## src/rtl/multicycle_control.sv

```systemverilog
// multicycle_control: FSM sequencing a multi-cycle MIPS-style datapath.
module multicycle_control #(
  parameter int ALUOP_W = 4,
  parameter int CNT_W   = 16
) (
  input  logic               clk,
  input  logic               rst_n,
  input  logic [5:0]         opcode,
  input  logic               zero,
  input  logic               mem_ready,
  output logic               pc_write,
  output logic               ir_write,
  output logic               i_or_d,
  output logic               mem_read,
  output logic               mem_write,
  output logic [1:0]         mem_to_reg,
  output logic [1:0]         reg_dst,
  output logic               reg_write,
  output logic               alu_src_a,
  output logic [1:0]         alu_src_b,
  output logic [ALUOP_W-1:0] alu_op,
  output logic [1:0]         pc_src,
  output logic [3:0]         state,
  output logic               illegal,
  output logic [CNT_W-1:0]   retired
);
  typedef enum logic [3:0] {
    FETCH = 4'd0, DECODE = 4'd1, MEM_ADDR = 4'd2, MEM_RD = 4'd3, MEM_WB = 4'd4,
    MEM_WR = 4'd5, R_EXEC = 4'd6, R_WB = 4'd7, I_EXEC = 4'd8, I_WB = 4'd9,
    BRANCH = 4'd10, JUMP = 4'd11, JAL = 4'd12, TRAP = 4'd13
  } state_t;

  state_t cur, nxt;
  logic [3:0] aop;
  logic retire;

  assign state  = cur;
  assign alu_op = ALUOP_W'(aop);
  assign retire = (nxt == FETCH) &&
                  (cur inside {MEM_WB, MEM_WR, R_WB, I_WB, BRANCH, JUMP, JAL});

  // State register
  always_ff @(posedge clk) begin
    if (!rst_n) cur <= FETCH;
    else        cur <= nxt;
  end

  // Sticky illegal flag and retired-instruction counter
  always_ff @(posedge clk) begin
    if (!rst_n) begin
      illegal <= 1'b0;
      retired <= '0;
    end else begin
      illegal <= illegal | (nxt == TRAP);
      if (retire) retired <= retired + CNT_W'(1);
    end
  end

  // Next-state logic; memory-access states wait for mem_ready
  always_comb begin
    nxt = FETCH;
    case (cur)
      FETCH:    nxt = mem_ready ? DECODE : FETCH;
      DECODE:
        case (opcode)
          6'd0:                           nxt = R_EXEC;
          6'd8, 6'd12, 6'd13, 6'd14, 6'd10: nxt = I_EXEC;
          6'd35, 6'd43:                   nxt = MEM_ADDR;
          6'd4, 6'd5:                     nxt = BRANCH;
          6'd2:                           nxt = JUMP;
          6'd3:                           nxt = JAL;
          default:                        nxt = TRAP;
        endcase
      MEM_ADDR: nxt = (opcode == 6'd35) ? MEM_RD : MEM_WR;
      MEM_RD:   nxt = mem_ready ? MEM_WB : MEM_RD;
      MEM_WR:   nxt = mem_ready ? FETCH : MEM_WR;
      R_EXEC:   nxt = R_WB;
      I_EXEC:   nxt = I_WB;
      TRAP:     nxt = TRAP;
      default:  nxt = FETCH;
    endcase
  end

  // Control outputs per state, all forced low while reset is asserted
  always_comb begin
    {pc_write, ir_write, i_or_d, mem_read, mem_write, mem_to_reg, reg_dst,
     reg_write, alu_src_a, alu_src_b, aop, pc_src} = '0;
    case (cur)
      FETCH: begin
        mem_read  = 1'b1;
        alu_src_b = 2'b01;
        ir_write  = mem_ready;
        pc_write  = mem_ready;
      end
      DECODE:   alu_src_b = 2'b11;
      MEM_ADDR: begin
        alu_src_a = 1'b1;
        alu_src_b = 2'b10;
      end
      MEM_RD: begin
        i_or_d   = 1'b1;
        mem_read = 1'b1;
      end
      MEM_WR: begin
        i_or_d    = 1'b1;
        mem_write = 1'b1;
      end
      MEM_WB: begin
        mem_to_reg = 2'b01;
        reg_write  = 1'b1;
      end
      R_EXEC: begin
        alu_src_a = 1'b1;
        aop       = 4'd2;
      end
      R_WB: begin
        reg_dst   = 2'b01;
        reg_write = 1'b1;
      end
      I_EXEC: begin
        alu_src_a = 1'b1;
        alu_src_b = 2'b10;
        aop = (opcode == 6'd12) ? 4'd3 :
              (opcode == 6'd13) ? 4'd4 :
              (opcode == 6'd14) ? 4'd5 :
              (opcode == 6'd10) ? 4'd6 : 4'd0;
      end
      I_WB:     reg_write = 1'b1;
      BRANCH: begin
        alu_src_a = 1'b1;
        aop       = 4'd1;
        pc_src    = 2'b01;
        pc_write  = (opcode == 6'd4) ? zero : ~zero;
      end
      JUMP: begin
        pc_src   = 2'b10;
        pc_write = 1'b1;
      end
      JAL: begin
        pc_src     = 2'b10;
        pc_write   = 1'b1;
        reg_dst    = 2'b10;
        mem_to_reg = 2'b10;
        reg_write  = 1'b1;
      end
      default: ;
    endcase
    if (!rst_n)
      {pc_write, ir_write, i_or_d, mem_read, mem_write, mem_to_reg, reg_dst,
       reg_write, alu_src_a, alu_src_b, aop, pc_src} = '0;
  end
endmodule

```

## config.mk

```make
export PLATFORM = sky130hd
export DESIGN_NAME = multicycle_control
export DESIGN_NICKNAME = d
export VERILOG_FILES = /design/src/rtl/multicycle_control.sv
export SDC_FILE = /design/constraint.sdc
export NUM_CORES = 1
export LEC_CHECK = 0
export CORE_ASPECT_RATIO = 1.4
export CORE_MARGIN = 10
export CORE_UTILIZATION = 25
export DETAILED_ROUTE_END_ITERATION = 10
export GPL_TIMING_DRIVEN = 1
export PLACE_DENSITY = 0.53
export SYNTH_ARGS = -nofsm -noshare
export SYNTH_HDL_FRONTEND = slang
export SYNTH_SLANG_ARGS = --single-unit
```

## constraint.sdc

```tcl
create_clock -name clk -period 3.1 [get_ports clk]
set_clock_uncertainty 0.05 [all_clocks]
set_input_delay 0.775 -clock clk [delete_from_list [all_inputs] [get_ports clk]]
set_output_delay 0.775 -clock clk [all_outputs]
set_load 0.01 [all_outputs]
```

Word-level counts from Yosys, hierarchy flattened:

Cells that the tools add are included.

* register bits after elaboration: 21
* input bits: 10
* output and inout bits: 40
* word-level logic and storage cells: 80

* add/subtract/negate cells: 1
* eq/ne operators: 25
* multiplexer cells: 35
* bitwise gates (word level): 2
* reduce and logical (&&, ||, !) cells: 14

Operators with widths (count)
* case mux 4 bit (8 select lines): 1
* equality test 6 x 4 -> 1 bit, second input constant: 5
* equality test 4 bit, second input constant: 7
* case mux 4 bit (6 select lines): 1
* two-way mux 3 bit: 7
* adder 16 x 1 -> 16 bit, second input constant: 1
* equality test 4 x 3 -> 1 bit, second input constant: 4
* two-way mux 1 bit: 15
* equality test 6 x 2 -> 1 bit, second input constant: 2
* equality test 6 x 3 -> 1 bit, second input constant: 2
* equality test 6 bit, second input constant: 2
* case mux 2 bit (2 select lines): 3
* OR reduction 2 bit: 6
* case mux 3 bit (3 select lines): 1
* equality test 4 x 2 -> 1 bit, second input constant: 2
* zero test 4 bit: 2
* two-way mux 2 bit: 4
* OR reduction 4 bit: 2
* nonzero test 7 bit: 1
* zero test 6 bit: 1
* case mux 2 bit (3 select lines): 1
* OR reduction 5 bit: 1
* equality test 4 x 1 -> 1 bit, second input constant: 1
* two-way mux 4 bit: 1
* other kinds (4): 4

Depth between registers and ports, before layout:

* depth in word-level cells: 7
* depth in mapped cells: 7
* depth with buffers taken out: 5

Worst setup path after synthesis:

OpenSTA, ideal clock, no wires.

* kind: in2out
* from: in opcode[5]
* to: out pc_write
* arrival time: 1906 ps
* data required time: 2275 ps
* slack: 369 ps
* cell stages on the path: 6
* buffers on the path: 1
* cells stage by stage: buf_4 > or2_2 > nor4_1 > xnor2_1 > o211ai_1 > a21oi_1

* cells in the longest elaborated chain, start to end: 4

RTL lines
* from (decl): line 8 `input logic [5:0] opcode,`
* equality test 6 x 3 -> 1 bit: line 133 `pc_write = (opcode == 6'd4) ? zero : ~zero;`
* two-way mux 1 bit: line 133
* case mux 1 bit (3 select lines): line 88 `case (cur)`
* two-way mux 1 bit: line 148 `if (!rst_n)`
* to (decl): line 11 `output logic pc_write,`

No other way between the ends.

Worst setup path in the final report:

* from: in rst_n
* to: out pc_src[1]

* cells in the longest elaborated chain, start to end: 1

RTL lines
* from (decl): line 7 `input logic rst_n,`
* two-way mux 2 bit: line 148
* to (decl): line 22 `output logic [1:0] pc_src,`

No other way between the ends.

==> impl_metrics.ini <==
[status]
status = complete, no violations

[clock_network]
ctsHoldBuffers = 0
numCtsBuffers = 3
htree_levels = 1
clk_pin_slew_worst_paths_ns = 0.07
cts_tree = done
cts_root_buffer = clkbuf_8
cts.sinks = 21
cts_max_path_buffers = 2
clk_latency_ns = 0.26

[run]
cap_violations = 0

[final_layout]
drive_above_1_share_pct = 17.0
nNetsFinal = 295
diodes = 0
multiInputGateArea_um2 = 1140
fillers = 688
area_delta_synth_final_pct = 45.0
seq_area_um2 = 420
final_core_util_pct = 36.8

[detailed_routing]
drc_errors = 0
detail_route.first_pass.iterations = 4
num_vias = 1795
drtIter0Drc = 72
postRouteWirelength_mm = 5.37
drtAntennaViolNets = 0
drt-wirelength-per-cell_um = 15.0
vias_per_cell = 5.03

[yosys]
synthArstFlopShare_pct = 0
yosys-top-cells-area = dfxtp_1 (25%), a21oi_1 (5.1%), nand2_1 (4.8%)
synth.ff_latch_count = 21
synth_ff_type = dfxtp_1
ys_types = 58
netlist.area_leader.share_pct = 25.4
syn_area_per_cell_um2 = 7.38
synth_area_leader_cell = dfxtp_1
ys_seq_area_share_pct = 25.4
synth.yosys.warnings = 0
synth_area_um2 = 1650
synth_fp_nets = 235
synth-edff-count = 0
synth_cells = 224

[power]
leakage_nw = 1.01
p_per_area_nw_per_um2 = 352
ir_drop_mv = 0.126

[global_routing]
overflow = 0
grt_pass1_vias = 1724
grt_max_degree = 20
grt_first_pass_wirelength_mm = 8.60
antenna_found_initial = 0
track_usage_pct = 10.2

[worst_setup_path]
cp_max_fo = 5
critPathArrivalTime_ns = 2.19
start_kind = input port
critPathKind = in -> out
worst_setup_path_end_kind = primary output
reg2reg_depth = 5
cp.required_ns = 2.27

[timing]
timing_hold_violations_final = 0
period_share_pct = 97.2
fin_tns_setup_ns = 0
rsz0062_at_grt = no
tightest_slew_ns = 0.578
maxSlewHeadroom_pct = 61.4
slew_viol_final = 0
setup_viol = 0
worst_slack_ns = 0.0871
period_needed_ns = 3.01
max_freq_ghz = 0.332

[place]
hpwlAfterDp_mm = 4.34
io_buffers = 48
dp_slack_ns = -0.600
gp_congestion = 0.839

[floorplanning]
io_pins = 50
start_util_pct = 25.3
fp.dieH_um = 116
dieArea_um2 = 10300
fp.coreArea_um2 = 6530
std_cell_rows = 35
dieWidth_um = 88.7

[min_path]
min_path_cells = 2
hold_class = reg -> reg
## through the flow
stage	hold slack, ns	cells	area (µm²)	power (mW)
floorplan	0.436	224	1650	0.533
global placement	0.414	352	2310	0.682
detailed placement	0.418	352	2310	0.684
CTS	0.440	357	2360	0.855
global route	0.454	357	2400	0.903
finish	0.434	357	2400	0.845
## cells in the final DEF, fill, tap and decap left out, types with 2 or more instances in the layout
cell type / instances
nor2_2: 2
nand3_1: 6
nor2b_1: 2
and2_1: 3
nand4_2: 2
dlygate4sd2_1: 10
o2bb2ai_1: 2
a21oi_1: 17
dfxtp_1: 21
xor2_1: 4
buf_4: 25
xnor2_1: 3
o31ai_1: 3
nand4_1: 6
o21ai_0: 15
mux2i_1: 3
or2b_1: 2
o211ai_1: 3
clkbuf_8: 3
clkdlybuf4s50_1: 25
dlymetal6s2s_1: 10
nor4_1: 4
or3_1: 6
nor3_1: 11
nand2b_1: 6
and3_1: 3
inv_1: 7
nand2_1: 21
a21o_1: 2
or4_1: 4
buf_2: 2
nor2_1: 18
## repair_timing
item	CTS	global route
setup endpoints to repair	13	8
buffers inserted	1	0
pin swaps	2	5
resized for setup	22	14
## layer usage
metal	GRT usage [%]	vias up	part of all wire, %
met5	0	-	0
met4	3.78	0	1.6
met3	1.61	8	4.5
met2	19.3	37	54
met1	10.9	826	40
li1	-	924	-
## critical path, cell delays in order
cell,delay (ns)
clkdlybuf4s50_1,0.45
buf_4,0.14
buf_4,0.13
and3_1,0.15
clkdlybuf4s50_1,0.53
## final timing paths
kind | startpoint | end | slack [ns]
worst max-delay path | rst_n | pc_src[1] | 0.09
worst min-delay path | retired[15]$_SDFFE_PN0P_ | retired[15]$_SDFFE_PN0P_ | 0.43
worst max register to register | state[1]$_SDFF_PN0_ | retired[14]$_SDFFE_PN0P_ | 0.76
worst min register to register | retired[15]$_SDFFE_PN0P_ | retired[15]$_SDFFE_PN0P_ | 0.43
## logic make-up after synthesis
kind of cell | count (synthesis) | synth area share, %
compound gates | 55 | 21.9
xor+xnor | 7 | 3.71
fa+ha+maj | 1 | 0.756
buf+inv | 25 | 7.41
flops | 21 | 25.4
mux | 4 | 2.50
other cells | 1 | 0.227
simple gates | 110 | 38.0
## sequential cells by signal (all words and copies together) (netlist names)
| signal | flops |
|---|---|
| retired | 16 |
| illegal | 1 |
| state | 4 |
## power breakdown
group	internal (mW)	switching, mW	total [mW]
combinational	0.165	0.197	0.362
clock	0.0916	0.0882	0.180
sequential	0.284	0.0193	0.303
total	0.540	0.305	0.845
## synthesized netlist by cell type, types with 4 or more instances
| cell | number |
|---|---|
| dfxtp_1 | 21 |
| nand2_1 | 21 |
| nor2_1 | 19 |
| a21oi_1 | 17 |
| o21ai_0 | 15 |
| nor3_1 | 11 |
| clkbuf_1 | 7 |
| inv_1 | 7 |
| nand2b_1 | 7 |
| nand3_1 | 6 |
| nand4_1 | 6 |
| or3_1 | 6 |
| buf_2 | 5 |
| nor4_1 | 5 |
| buf_4 | 4 |
| or4_1 | 4 |
| xor2_1 | 4 |
## layout make-up
type                    count  share of cell area, %
clock buffers               4                   1.88
well taps                  74                   3.86
repair buffers             73                   28.0
flip-flops and latches     21                   17.5
multi-input cells         178                   47.7
inverters                   7                   1.10
(Power assumes the default switching activity.)
